**src/rtl/int_controller_if.sv**
```systemverilog
// CPU-side interrupt handshake: one-hot vector, request and id toward the CPU,
// acknowledge and end-of-interrupt pulses back from it.
interface int_controller_if;
    logic [7:0] interrupcion;
    logic       int_req;
    logic [2:0] int_id;
    logic       cpu_ack;
    logic       cpu_eoi;

    modport master (
        output interrupcion,
        output int_req,
        output int_id,
        input  cpu_ack,
        input  cpu_eoi
    );

    modport slave (
        input  interrupcion,
        input  int_req,
        input  int_id,
        output cpu_ack,
        output cpu_eoi
    );
endinterface

```
**src/rtl/int_controller.sv**
```systemverilog
// Interrupt controller: edge-detects peripheral levels into pending bits, masks them,
// and presents the highest-priority line to the CPU with a req/ack/eoi handshake.
module int_controller #(
    parameter int N_IRQ = 8,
    parameter int CNT_W = 8
) (
    input  logic                 clk,
    input  logic                 reset,
    input  logic [N_IRQ-1:0]     irq_in,
    input  logic                 mask_we,
    input  logic [N_IRQ-1:0]     mask_in,
    output logic [N_IRQ-1:0]     pending,
    output logic [N_IRQ-1:0]     mask,
    output logic [CNT_W-1:0]     lost_cnt,
    int_controller_if.master     cpu
);

    typedef enum logic [1:0] {
        IDLE    = 2'd0,
        REQ     = 2'd1,
        SERVICE = 2'd2
    } state_t;

    state_t           state_q;
    logic [N_IRQ-1:0] irq_prev_q;
    logic [N_IRQ-1:0] pending_q, pending_d;
    logic [N_IRQ-1:0] mask_q, mask_d;
    logic [CNT_W-1:0] lost_q, lost_d;
    logic [N_IRQ-1:0] intr_q;
    logic             req_q;
    logic [2:0]       id_q;

    logic [N_IRQ-1:0] rise;
    logic [N_IRQ-1:0] eligible;
    logic [N_IRQ-1:0] clr;
    logic             withdraw;
    logic             ack_fire;

    // Highest set bit wins; bit 7 has top priority.
    function automatic logic [2:0] prio_idx(input logic [N_IRQ-1:0] v);
        prio_idx = 3'd0;
        for (int i = 0; i < N_IRQ; i++) begin
            if (v[i]) prio_idx = 3'(i);
        end
    endfunction

    always_comb begin
        rise     = irq_in & ~irq_prev_q;
        eligible = pending_q & ~mask_q;
        withdraw = (state_q == REQ) && mask_q[id_q];
        ack_fire = (state_q == REQ) && cpu.cpu_ack && !withdraw;
        clr      = ack_fire ? (N_IRQ'(1) << id_q) : '0;
        // A new edge on a line being acknowledged keeps it pending.
        pending_d = (pending_q & ~clr) | rise;
        mask_d    = mask_we ? mask_in : mask_q;
        lost_d    = lost_q;
        if ((|(rise & pending_q & ~clr)) && (lost_q != '1)) begin
            lost_d = lost_q + 1'b1;
        end
    end

    always_ff @(posedge clk or negedge reset) begin
        if (!reset) begin
            irq_prev_q <= '0;
            pending_q  <= '0;
            mask_q     <= '0;
            lost_q     <= '0;
        end else begin
            irq_prev_q <= irq_in;
            pending_q  <= pending_d;
            mask_q     <= mask_d;
            lost_q     <= lost_d;
        end
    end

    always_ff @(posedge clk or negedge reset) begin
        if (!reset) begin
            state_q <= IDLE;
            req_q   <= 1'b0;
            intr_q  <= '0;
            id_q    <= 3'd0;
        end else begin
            case (state_q)
                IDLE: begin
                    if (eligible != '0) begin
                        id_q    <= prio_idx(eligible);
                        intr_q  <= N_IRQ'(1) << prio_idx(eligible);
                        req_q   <= 1'b1;
                        state_q <= REQ;
                    end
                end
                REQ: begin
                    if (withdraw) begin
                        req_q   <= 1'b0;
                        intr_q  <= '0;
                        state_q <= IDLE;
                    end else if (ack_fire) begin
                        req_q   <= 1'b0;
                        intr_q  <= '0;
                        state_q <= SERVICE;
                    end
                end
                SERVICE: begin
                    if (cpu.cpu_eoi) state_q <= IDLE;
                end
                default: begin
                    req_q   <= 1'b0;
                    intr_q  <= '0;
                    state_q <= IDLE;
                end
            endcase
        end
    end

    assign pending          = pending_q;
    assign mask             = mask_q;
    assign lost_cnt         = lost_q;
    assign cpu.interrupcion = intr_q;
    assign cpu.int_req      = req_q;
    assign cpu.int_id       = id_q;

endmodule
```
**src/flat_wrapper.sv**
```systemverilog
// flat-port wrapper written by rule: the top's interface ports become plain ports
module int_controller_flat 
#(
    parameter int N_IRQ = 8,
    parameter int CNT_W = 8
)
  (clk, reset, irq_in, mask_we, mask_in, pending, mask, lost_cnt, cpu_interrupcion, cpu_int_req, cpu_int_id, cpu_cpu_ack, cpu_cpu_eoi);
  int_controller_if cpu_i ();
  input  logic clk;
  input  logic reset;
  input  logic [N_IRQ-1:0] irq_in;
  input  logic mask_we;
  input  logic [N_IRQ-1:0] mask_in;
  output logic [N_IRQ-1:0] pending;
  output logic [N_IRQ-1:0] mask;
  output logic [CNT_W-1:0] lost_cnt;
  output wire logic [$bits(cpu_i.interrupcion)-1:0] cpu_interrupcion;
  output wire logic [$bits(cpu_i.int_req)-1:0] cpu_int_req;
  output wire logic [$bits(cpu_i.int_id)-1:0] cpu_int_id;
  input wire logic [$bits(cpu_i.cpu_ack)-1:0] cpu_cpu_ack;
  input wire logic [$bits(cpu_i.cpu_eoi)-1:0] cpu_cpu_eoi;
  assign cpu_interrupcion = cpu_i.interrupcion;
  assign cpu_int_req = cpu_i.int_req;
  assign cpu_int_id = cpu_i.int_id;
  assign cpu_i.cpu_ack = cpu_cpu_ack;
  assign cpu_i.cpu_eoi = cpu_cpu_eoi;
  int_controller #(.N_IRQ(N_IRQ), .CNT_W(CNT_W)) u_core (.clk(clk), .reset(reset), .irq_in(irq_in), .mask_we(mask_we), .mask_in(mask_in), .pending(pending), .mask(mask), .lost_cnt(lost_cnt), .cpu(cpu_i));
endmodule
```
**config.mk**
```make
export PLATFORM = sky130hd
export DESIGN_NAME = int_controller_flat
export DESIGN_NICKNAME = d
export VERILOG_FILES = /design/src/rtl/int_controller_if.sv /design/src/rtl/int_controller.sv /design/src/flat_wrapper.sv
export SDC_FILE = /design/constraint.sdc
export NUM_CORES = 1
export LEC_CHECK = 0
export BUFFER_PORTS_ARGS = -buffer_cell sky130_fd_sc_hd__buf_2
export CAP_MARGIN = 10
export CELL_PAD_IN_SITES_DETAIL_PLACEMENT = 1
export CELL_PAD_IN_SITES_GLOBAL_PLACEMENT = 2
export CORE_MARGIN = 2
export CORE_UTILIZATION = 30
export CTS_CLUSTER_DIAMETER = 60
export CTS_CLUSTER_SIZE = 10
export DETAILED_ROUTE_END_ITERATION = 8
export GPL_ROUTABILITY_DRIVEN = 0
export HOLD_SLACK_MARGIN = 0.06
export PLACE_DENSITY_LB_ADDON = 0.1
export SETUP_SLACK_MARGIN = 0.3
export SLEW_MARGIN = 25
export SYNTH_ARGS = -nofsm -noshare
export SYNTH_HDL_FRONTEND = slang
export SYNTH_SLANG_ARGS = --single-unit
```
**constraint.sdc**
```tcl
create_clock -name clk -period 2.4 [get_ports clk]
set_clock_uncertainty 0.15 [all_clocks]
set_input_delay 0.36 -clock clk [delete_from_list [all_inputs] [get_ports clk]]
set_output_delay 0.36 -clock clk [all_outputs]
set_load 0.02 [all_outputs]
```
==> impl_summary.txt, run 1 <==
----------------------------------------------------
[Power]
  Standby leakage power ... 1.31 nW
  Final total power ... 3.15 mW
  Power density relative to cell area ... 1050 mW/mm²
  Highest ir drop seen on vdd ... roughly 0.00045 V

[Detailed routing]
  DR DRC count ... 0
  Overall via count from detail_route ... 1749
  Wire length per cell after detailed routing ... ~17 µm
  Routed wl met2 ... 2.85 mm
  DR pass1 iterations ... 4
  Top layer in use ... met4
  Met1 WL ... around 2.8 mm
  Met3 wire length ... 230 µm
  Vias per Instance ... just under 5
  Antenna-violating nets left ... 0
  Drt first-iter violations ... 67
  Total Routed Length ... 5.97 mm

[Layout]
  # fillers ... 745
  Share of post-route cells with drive strength above 1 ... 0.457
  Share of the core filled with cells ... 0.439
  Post-Layout Cell Count ... approximately 360
  Synthesis-to-finish area growth ... 42.1%
  Diode insertion count for antenna repair ... 0
  Final net count ... about 290

[GRT]
  Vias in the first global route ... 1925
  Global-route congestion overflow total ... 0
  First-pass GRT wire length ... a little under 10 mm
  Largest net degree at the start of global routing ... 47
  Antenna violations before repair ... 0
  Tot GR Track Use ... 0.169

[Logic synthesis]
  Sequential element share of the synthesized area ... 0.548
  Multiplexer share of the synthesized area ... 0.0822
  Synth Flop Type ... sky130_fd_sc_hd__dfrtp_1
  Cell Area, Synth ... 0.00210 mm²
  Xor and xnor fraction of the mapped netlist area ... 0.0250
  Complex-gate fraction of the synthesized area ... 0.154
  Average footprint of a synthesized cell ... 12.1 µm²
  Post-synthesis simple-gate area fraction ... 0.170
  Number of warning messages in the yosys log ... 0
  Post-synthesis register bit count ... 46
  Post-Syn Instances ... 174
  Number of enable-type register cells in the synthesized netlist ... 0
  Post-synthesis cell type count ... 44
  Combinational family with the most area after synthesis ... simple AND/OR/NAND/NOR gates
  Synthesized net count ... 196
  Fraction of registers with async set or reset after synthesis ... 1.00
  Post-Synth Adder-Cell Area ... 0.00596

[STA]
  Sum Neg Setup Slack ... 0 ns
  Minimum period implied by the final worst setup slack ... about 2.2 ns
  Final number of setup-violating endpoints ... 0
  Unrepaired setup endpoints after global routing ... yes
  Max-slew violations ... 0
  Max frequency ... approximately 0.45 GHz
  Relative slew margins ... 0.601
  Final cycle utilization of the critical path ... 0.935
  Transition time of the tightest slew-check pin ... 0.599 ns
  Total count of hold-check failures in the final report ... 0

[Status]
  Status ... complete, no violations

[Clocking]
  Max H-tree Level ... 2
  Clock-pin slew on the worst setup and hold paths ... about 0.090 ns
  Clk_lat worst skew ... 0.30 ns
  Total clock sinks ... 46
  Maximum count of clock buffers along a single path ... 2
  CTS root buf ... sky130_fd_sc_hd__clkbuf_8
  Clock buffers created by TritonCTS ... 5
  CTS tree ... built

[Floorplan]
  Boundary pin count ... 57
  Initial Util ... 0.309
  Vertical extent of the die ... 87.7 µm
  Core area ... 0.00679 mm²
  Die W ... 87.7 µm
  # rows ... 30
  DIE AREA ... between 0.007 and 0.008 mm²

[Hold path]
  Hold_sp ... cpu_cpu_eoi
  Worst hold path class ... input pin to flop

[Worst setup path]
  Arrival time of data at the critical path endpoint ... around 2.3 ns
  Crit. Startpoint ... u_core.cpu.int_id[1]
  Data required time at the worst endpoint ... 2.45 ns
  FF-to-FF Start ... u_core.cpu.int_id[1]
  Launching element type of the critical path ... flop
  Crit. End Element ... flop
  Crit path max fanout ... 5
  Start-to-end type of the worst setup path ... flop to flop

[Run]
  Max Cap Viol ... 0

[Place]
  Input/output buffers ... 56
  Cells after DPL ... between 300 and 400
  Post-DP HPWL ... 4.22 mm

----------------------------------------------------
==> registers in the layout, indices dropped and copies added, names as in the netlist <==
register                 count
u_core.cpu.int_id            3
u_core.state_q               2
u_core.cpu.int_req           1
u_core.irq_prev_q            8
u_core.mask                  8
u_core.pending               8
u_core.lost_cnt              8
u_core.cpu.interrupcion      8
==> worst paths after layout <==
| check | endpoint | slack [ns] | depth (start not counted) |
|---|---|---|---|
| worst max-delay path | u_core.lost_cnt[6] | 0.16 | 6 |
| worst min-delay path | u_core.state_q[1] | 0.1 | 2 |
| worst max register to register | u_core.lost_cnt[6] | 0.16 | 6 |
| worst min register to register | u_core.pending[2] | 0.32 | 1 |
| max in group asynchronous | u_core.cpu.int_id[2] | 1.13 | 3 |
| min in group asynchronous | u_core.cpu.interrupcion[2] | 0.54 | 3 |
==> per-layer routing <==
metal  global-route usage  vias to the layer above
met4               0.0531                        0
li1                     -                      823
met1                0.225                      882
met5                    0                        -
met2                0.271                       37
met3               0.0405                        7
==> logic make-up (layout without fill, tap and decap cells) <==
logic type,after synthesis,after routing
adders and majority gates,1,1
buffers and inverters,8,98
xor gates and xnor gates,6,6
muxes,13,13
DFF,46,46
and+or+nand+nor,62,62
AOI/OAI and AO/OA,38,39
==> cell usage in the layout (no fill, tap or decap), types with 3 or more instances in the layout <==
cell and instances:
sky130_fd_sc_hd__or3_4 3, sky130_fd_sc_hd__nor2_1 3, sky130_fd_sc_hd__a31oi_4 3, sky130_fd_sc_hd__o31ai_1 5, sky130_fd_sc_hd__buf_2 56, sky130_fd_sc_hd__and3_1 4
sky130_fd_sc_hd__clkbuf_8 6, sky130_fd_sc_hd__dlygate4sd3_1 9, sky130_fd_sc_hd__a22o_1 6, sky130_fd_sc_hd__nand3_1 3, sky130_fd_sc_hd__dfrtp_2 4, sky130_fd_sc_hd__o21ai_4 3
sky130_fd_sc_hd__mux2_2 8, sky130_fd_sc_hd__nor2b_1 10, sky130_fd_sc_hd__nand2_1 15, sky130_fd_sc_hd__buf_4 19, sky130_fd_sc_hd__nand2b_1 11, sky130_fd_sc_hd__inv_1 5
sky130_fd_sc_hd__xnor2_1 5, sky130_fd_sc_hd__o21ai_0 5, sky130_fd_sc_hd__nand4_1 4, sky130_fd_sc_hd__dfrtp_1 42
==> area by class of cell <==
cell class,instances,area [µm²],area share
flip-flops and latches,46,1160,0.387
multi-input cells,121,1070,0.358
repair buffers,85,524,0.176
well taps,96,120,0.0403
clock buffers,6,82.6,0.0277
inverters,5,18.8,0.00629
clock inverters,2,12.5,0.00419
==> power by group <==
part / switching, mW / internal (mW) / leakage, nW
registers: 0.202 / 0.964 / 0.534
clock network: 0.270 / 0.232 / 0.0472
logic: 0.801 / 0.677 / 0.726
==> cell usage after synthesis, drive strengths merged (3+ instances only) <==
master | count | area share
nor2 | 3 | 0.0054
o21ai | 8 | 0.021
mux2 | 11 | 0.061
nand3 | 4 | 0.0095
and3 | 4 | 0.012
a31oi | 3 | 0.026
or3 | 3 | 0.011
nand4 | 4 | 0.012
a22o | 6 | 0.025
o41ai | 3 | 0.013
nand2b | 11 | 0.033
o31ai | 5 | 0.018
inv | 5 | 0.0089
nand2 | 15 | 0.027
nor2b | 10 | 0.030
dfrtp | 46 | 0.55
xnor2 | 5 | 0.021
==> metrics by stage <==
stage | hold slack [ns] | setup slack (ns) | area (µm²)
after global routing | 0.110 | 0.0645 | 2980
final | 0.0990 | 0.155 | 2980
after CTS | 0.0990 | 0.174 | 2930
after floorplan | -0.0856 | 0.122 | 2130
after detailed placement | 0.303 | -0.00657 | 2570
after global placement | 0.289 | 0.0783 | 2570
==> timing repair <==
| item | 4_1_cts | 5_1_grt |
|---|---|---|
| gates resized for setup | 16 | 8 |
| buffers inserted | 9 | 2 |
| hold buffers | 9 | 0 |
| setup endpoints to repair | 18 | 19 |
| hold endpoints to repair | 54 | 0 |
| pin swaps | 10 | 12 |
| gates cloned | 1 | 0 |
==> critical path, cell delays in order, from the launching register on <==
cell and delay (ns):
sky130_fd_sc_hd__dfrtp_2 0.45, sky130_fd_sc_hd__or3b_4 0.44, sky130_fd_sc_hd__o311a_4 0.38, sky130_fd_sc_hd__a31oi_4 0.19
sky130_fd_sc_hd__nand3_2 0.10, sky130_fd_sc_hd__nand4_1 0.11, sky130_fd_sc_hd__mux2_1 0.32
No activity file was read; power rests on OpenSTA's default activity.
==> inputs of run 2 (changes only) <==
GPL_TIMING_DRIVEN = 0   (was unset)
REMOVE_ABC_BUFFERS = 1   (was unset)
==> run 2 against run 1 <==
Net effect: sequential cell count unchanged; die area unchanged; critical endpoint unchanged; clock power up 13%; register-to-register slack worse by 0.04 ns; total power up 3.6%; via count up 1.3%; hold slack worse by 0.022 ns; cell count down 0.55%; critical path depth unchanged; combinational power about the same; clock-buffer cell count down 1.
==> impl_summary.txt, run 2 (synthesized netlist as in run 1, its figures left out) <==
----------------------------------------------------
[Clocking]
  Total clock sinks ... 46 (unchanged)
  CTS root buf ... sky130_fd_sc_hd__clkbuf_8 (unchanged)
  CTS tree ... built (unchanged)
  Clock-pin slew on the worst setup and hold paths ... 0.09 ns (about the same)
  Clock buffers created by TritonCTS ... 5 (unchanged)
  Max H-tree Level ... 2 (unchanged)
  Clk_lat worst skew ... 0.30 ns (about the same)
  Maximum count of clock buffers along a single path ... 2 (unchanged)

[Power]
  Power density relative to cell area ... 1100 mW/mm² (was 1050 mW/mm²)
  Highest ir drop seen on vdd ... 0.000448 V (was 0.000454 V)
  P_sw ... 1.29 mW (was 1.27 mW)
  Part of the power in registers ... 0.361 (was 0.371)
  Combinational share of power ... 0.464 (was 0.470)
  Clk pwr share ... 0.175 (was 0.160)
  Switching fraction of total power ... 0.397 (was 0.405)
  Standby leakage power ... 1.31 nW (about the same)
  Cell internal pwr ... 1.96 mW (was 1.87 mW)

[Place]
  Cells after DPL ... 323 (was 332)
  Post-DP HPWL ... 4.12 mm (was 4.22 mm)
  Worst slack at placement ... -0.219 ns (was -0.00657 ns)
  Input/output buffers ... 56 (unchanged)

[STA]
  Max frequency ... 0.438 GHz (was 0.446 GHz)
  Max-slew violations ... 0 (unchanged)
  Minimum period implied by the final worst setup slack ... 2.28 ns (was 2.24 ns)
  Final cycle utilization of the critical path ... 0.952 (was 0.935)
  Relative slew margins ... 0.581 (was 0.601)
  Final number of setup-violating endpoints ... 0 (unchanged)
  Setup WS post-layout ... 0.116 ns (was 0.155 ns)
  Transition time of the tightest slew-check pin ... 0.620 ns (was 0.599 ns)
  Total count of hold-check failures in the final report ... 0 (unchanged)
  Unrepaired setup endpoints after global routing ... yes (unchanged)

[Detailed routing]
  Overall via count from detail_route ... 1771 (was 1749)
  Drt first-iter violations ... 37 (was 67)
  DR pass1 iterations ... 4 (unchanged)
  Wire length per cell after detailed routing ... 16.7 µm (was 16.5 µm)
  Vias per Instance ... 4.93 (was 4.84)
  DR DRC count ... 0 (unchanged)
  Antenna-violating nets left ... 0 (unchanged)
  Total Routed Length ... 6.00 mm (was 5.97 mm)

[GRT]
  Antenna violations before repair ... 0 (unchanged)
  Largest net degree at the start of global routing ... 47 (unchanged)
  Tot GR Track Use ... 0.168 (was 0.169)
  First-pass GRT wire length ... 9.80 mm (was 9.90 mm)
  Global-route congestion overflow total ... 0 (unchanged)
  Vias in the first global route ... 1910 (was 1925)

[Floorplan]
  Initial Util ... 0.309 (unchanged)
  Boundary pin count ... 57 (unchanged)
  Vertical extent of the die ... 87.7 µm (unchanged)
  DIE AREA ... 0.00768 mm² (unchanged)
  # rows ... 30 (unchanged)
  Die W ... 87.7 µm (unchanged)
  Core area ... 0.00679 mm² (unchanged)

[Worst setup path]
  Crit-path max cell delay ... 0.49 ns (was 0.45 ns)
  Crit. End Element ... flop (unchanged)
  Data required time at the worst endpoint ... 2.44 ns (was 2.45 ns)
  Arrival time of data at the critical path endpoint ... 2.32 ns (was 2.29 ns)
  Crit path max fanout ... 7 (was 5)
  Start-to-end type of the worst setup path ... flop to flop (unchanged)
  Critical-path cell with the highest stage delay ... sky130_fd_sc_hd__or3b_4 (was sky130_fd_sc_hd__dfrtp_2)
  Sequence of cells on the critical path ... or3b_4 > o311ai_4 > o2111a_2 > nand3_1 > nand4_1 > mux2_4 (was or3b_4 > o311a_4 > a31oi_4 > nand3_2 > nand4_1 > mux2_1)
  Launching element type of the critical path ... flop (unchanged)

[Hold path]
  Worst hold path class ... input pin to flop (unchanged)

[Layout]
  Highest-count cells in the layout ignoring fill and taps ... sky130_fd_sc_hd__buf_2, sky130_fd_sc_hd__dfrtp_1, sky130_fd_sc_hd__buf_4 (unchanged)
  Sequential standard cell area ... 0.00116 mm² (about the same)
  Final net count ... 284 (was 286)
  Post-Layout Cell Count ... 359 (was 361)
  Share of the core filled with cells ... 0.436 (was 0.439)
  Diode insertion count for antenna repair ... 0 (unchanged)
  Leading cell type in the layout, fill and taps excluded ... sky130_fd_sc_hd__buf_2 (unchanged)
  Share of post-route cells with drive strength above 1 ... 0.445 (was 0.457)
  Area used by multi-input combinational logic ... 0.00105 mm² (was 0.00107 mm²)
  # fillers ... 755 (was 745)
  Synthesis-to-finish area growth ... 41.2% (was 42.1%)

[Status]
  Status ... complete, no violations (unchanged)

[Run]
  Max Cap Viol ... 0 (unchanged)

----------------------------------------------------
## run 2: routing by layer
layer,GRT usage,wire [µm],up-vias
met3,0.0302,219,6
met5,0,0,-
met4,0.0420,56,0
met1,0.218,2740,898
li1,-,-,822
met2,0.289,2980,45
## run 2: path summary, 6_finish.rpt
check                      depth (start not counted)                  from  slack [ns]                    to
setup / recovery                                   6  u_core.cpu.int_id[0]        0.12    u_core.lost_cnt[6]
hold reg to reg                                    1  u_core.irq_prev_q[2]        0.31     u_core.pending[2]
max in group asynchronous                          2                 reset        1.21  u_core.cpu.int_id[0]
setup reg to reg                                   6  u_core.cpu.int_id[0]        0.12    u_core.lost_cnt[6]
hold / removal                                     2           cpu_cpu_eoi        0.08     u_core.state_q[1]
min in group asynchronous                          2                 reset        0.44  u_core.irq_prev_q[4]
## run 2: critical path: cells and delay by family (launching register included)
family	cells	cell delay, ns
AND/OR/NAND/NOR	3	0.72
AO/OA/AOI/OAI	2	0.57
flip-flops	1	0.43
multiplexers	1	0.31
## run 2: per-stage QoR
step	setup TNS (ns)	total power, mW	hold slack [ns]	cell area [µm²]
after floorplan	0	1.87	-0.0856	2090
after global placement	-0.366	2.23	0.288	2490
after detailed placement	-0.449	2.28	0.302	2490
after CTS	0	3.20	0.0686	2900
after global routing	0	3.46	0.0885	2970
final	0	3.26	0.0770	2970
## run 2: cell type report
cell class | count | area share
Clock inverter | 3 | 0.0135
Tap cell | 96 | 0.0405
Multi-Input combinational cell | 121 | 0.354
Clock buffer | 5 | 0.0232
Inverter | 5 | 0.00633
Sequential cell | 46 | 0.390
Timing Repair Buffer | 83 | 0.173
## run 2: repair_timing
action | 4_1_cts | 5_1_grt
buffers inserted | 14 | 4
hold buffers | 8 | 1
gates cloned | 1 | 0
pin swaps | 16 | 10
resized for setup | 26 | 2
endpoints found under the hold margin | 8 | 46
setup endpoints to repair | 21 | 18
## run 2: power by group through the flow
stage	registers [mW]	logic (mW)	clock network (mW)
floorplan	1.35	0.524	0
global placement	1.20	1.03	0
detailed placement	1.22	1.05	0
CTS	1.18	1.44	0.589
global route	1.21	1.62	0.627
finish	1.18	1.51	0.569
==> inputs of run 3 (changes only) <==
CTS_CLUSTER_SIZE = 8   (was 10)
REMOVE_ABC_BUFFERS = unset   (was 1)
==> run 3 against run 2 <==
Net effect: sequential share of layout area increased by 0.53 points; sequential power is essentially flat; fmax down 1.5%; cell count shrank 1.4%; critical path type unchanged; highest routed layer unchanged.
==> impl_summary.txt, run 3 (synthesized netlist as in run 1, its figures left out) <==
----------------------------------------------------
[Detailed routing]
  DR pass1 iterations ... 4 (unchanged)
  Total Routed Length ... 5.86 mm (was 6.00 mm)
  Vias per Instance ... 4.90 (was 4.93)
  Antenna-violating nets left ... 0 (unchanged)
  Drt first-iter violations ... 48 (was 37)
  DR DRC count ... 0 (unchanged)
  Overall via count from detail_route ... 1733 (was 1771)
  Wire length per cell after detailed routing ... 16.5 µm (was 16.7 µm)

[Layout]
  Highest-count cells in the layout ignoring fill and taps ... sky130_fd_sc_hd__buf_2, sky130_fd_sc_hd__dfrtp_1, sky130_fd_sc_hd__nand2_1 (was sky130_fd_sc_hd__buf_2, sky130_fd_sc_hd__dfrtp_1, sky130_fd_sc_hd__buf_4)
  Diode insertion count for antenna repair ... 0 (unchanged)
  Final net count ... 279 (was 284)
  Share of post-route cells with drive strength above 1 ... 0.450 (was 0.445)
  Post-Layout Cell Count ... 354 (was 359)
  Leading cell type in the layout, fill and taps excluded ... sky130_fd_sc_hd__buf_2 (unchanged)
  Share of the core filled with cells ... 0.431 (was 0.436)
  Synthesis-to-finish area growth ... 39.5% (was 41.2%)
  Cell area after layout ... 0.00293 mm² (was 0.00297 mm²)

[Worst setup path]
  Crit. Startpoint ... u_core.cpu.int_id[0] (unchanged)
  Start-to-end type of the worst setup path ... flop to flop (unchanged)
  Launching element type of the critical path ... flop (unchanged)
  Cell count of the worst reg-to-reg path ... 7 (was 6)
  Terminus of the critical flop-to-flop path ... u_core.lost_cnt[6] (unchanged)
  Crit path max fanout ... 7 (unchanged)
  FF-to-FF Start ... u_core.cpu.int_id[0] (unchanged)
  Arrival time of data at the critical path endpoint ... 2.35 ns (was 2.32 ns)
  Crit. End Element ... flop (unchanged)
  Reg-to-reg setup timing slack ... 0.08 ns (was 0.12 ns)
  Data required time at the worst endpoint ... 2.43 ns (was 2.44 ns)
  Worst Setup EP ... u_core.lost_cnt[6] (unchanged)

[Clocking]
  Clock buffers created by TritonCTS ... 5 (unchanged)
  CTS root buf ... sky130_fd_sc_hd__clkbuf_8 (unchanged)
  Clk_lat worst skew ... 0.30 ns (about the same)
  Total clock sinks ... 46 (unchanged)
  Maximum count of clock buffers along a single path ... 2 (unchanged)
  Max H-tree Level ... 2 (unchanged)
  Clock-pin slew on the worst setup and hold paths ... 0.09 ns (about the same)
  CTS tree ... built (unchanged)

[Floorplan]
  Die W ... 87.7 µm (unchanged)
  Vertical extent of the die ... 87.7 µm (unchanged)
  Initial Util ... 0.309 (unchanged)
  DIE AREA ... 0.00768 mm² (unchanged)
  Boundary pin count ... 57 (unchanged)
  # rows ... 30 (unchanged)
  Core area ... 0.00679 mm² (unchanged)

[GRT]
  Tot GR Track Use ... 0.160 (was 0.168)
  First-pass GRT wire length ... 9.48 mm (was 9.80 mm)
  Largest net degree at the start of global routing ... 47 (unchanged)
  Antenna violations before repair ... 0 (unchanged)
  Vias in the first global route ... 1812 (was 1910)
  Global-route congestion overflow total ... 0 (unchanged)

[Place]
  Area of placed instances ... 0.00253 mm² (was 0.00249 mm²)
  Post-DP HPWL ... 4.24 mm (was 4.12 mm)
  Input/output buffers ... 55 (was 56)
  Worst slack at placement ... -0.148 ns (was -0.219 ns)
  Cells after DPL ... 325 (was 323)

[STA]
  Minimum period implied by the final worst setup slack ... 2.32 ns (was 2.28 ns)
  Relative slew margins ... 0.604 (was 0.581)
  Total count of hold-check failures in the final report ... 0 (unchanged)
  Transition time of the tightest slew-check pin ... 0.586 ns (was 0.620 ns)
  Final cycle utilization of the critical path ... 0.967 (was 0.952)
  Setup WS post-layout ... 0.0803 ns (was 0.116 ns)
  Max frequency ... 0.431 GHz (was 0.438 GHz)
  Unrepaired setup endpoints after global routing ... yes (unchanged)
  Sum Neg Setup Slack ... 0 ns (unchanged)
  Max-slew violations ... 0 (unchanged)
  Final number of setup-violating endpoints ... 0 (unchanged)

[Power]
  Power density relative to cell area ... 1060 mW/mm² (was 1100 mW/mm²)
  Standby leakage power ... 1.27 nW (was 1.31 nW)
  Highest ir drop seen on vdd ... 0.000474 V (was 0.000448 V)

[Hold path]
  Worst hold path class ... input pin to flop (unchanged)
  Hold_sp ... cpu_cpu_eoi (unchanged)

[Run]
  Max Cap Viol ... 0 (unchanged)

[Status]
  Status ... complete, no violations (unchanged)

----------------------------------------------------
==> run 3: cell types whose count changed in the layout (fill, tap and decap cells not counted), moves of 2 or more <==
cell / previous run / this run
sky130_fd_sc_hd__o21ai_1: 2 / 0
sky130_fd_sc_hd__buf_4: 18 / 12
sky130_fd_sc_hd__clkbuf_8: 5 / 7
sky130_fd_sc_hd__o21ai_0: 4 / 6
==> run 3: metrics by stage <==
stage | hold WS, ns | power, mW
floorplan | -0.0856 | 1.93
global placement | 0.287 | 2.29
detailed placement | 0.306 | 2.34
CTS | 0.0714 | 2.97
global route | 0.0748 | 3.33
finish | 0.0824 | 3.11
==> run 3: per-layer routing <==
metal | GRT usage | wire (µm)
met1 | 0.219 | 2660
met2 | 0.262 | 2930
met3 | 0.0311 | 213
met4 | 0.0434 | 45
met5 | 0 | 0
==> run 3: worst min path at each step <==
| stage | to | slack, ns | cells after the start |
|---|---|---|---|
| 3_5_place_dp | u_core.pending[2] | 0.31 | 1 |
| 2_1_floorplan | u_core.cpu.int_id[0] | -0.09 | 0 |
| 4_1_cts | u_core.state_q[1] | 0.07 | 2 |
| 3_3_place_gp | u_core.pending[2] | 0.29 | 1 |
| 5_1_grt | u_core.state_q[1] | 0.07 | 2 |
| 6_report | u_core.state_q[1] | 0.08 | 2 |
==> run 3: where the power goes <==
group,leakage (nW),total (mW),switching [mW],internal (mW)
combinational,0.689,1.44,0.793,0.651
sequential,0.532,1.17,0.202,0.966
clock,0.0472,0.500,0.268,0.232
==> run 3: final cells by class <==
class | instances | area [µm²]
Timing Repair Buffer | 75 | 450
Fill cell | 743 | 3860
Tap cell | 96 | 120
Clock buffer | 6 | 82.6
Sequential cell | 46 | 1160
Buffer | 3 | 28.8
Clock inverter | 2 | 12.5
Multi-Input combinational cell | 121 | 1060
Inverter | 5 | 18.8
==> run 3: repair_timing <==
item                                    in CTS  in global routing
gates resized for setup                     16                  7
hold endpoints to repair                     8                 46
buffers inserted                             4                  7
pin swaps                                   13                  4
gates cloned                                 0                  1
hold buffers                                 8                  1
endpoints found under the setup margin      18                 19
==> run 3: worst max-delay path, cell delays in order (launching register included) <==
cell and delay (ns):
sky130_fd_sc_hd__dfrtp_2 0.43, sky130_fd_sc_hd__or3b_4 0.40, sky130_fd_sc_hd__buf_6 0.15, sky130_fd_sc_hd__o311a_4 0.36
sky130_fd_sc_hd__a31oi_4 0.19, sky130_fd_sc_hd__nand3_2 0.10, sky130_fd_sc_hd__nand4_1 0.12, sky130_fd_sc_hd__mux2_4 0.30
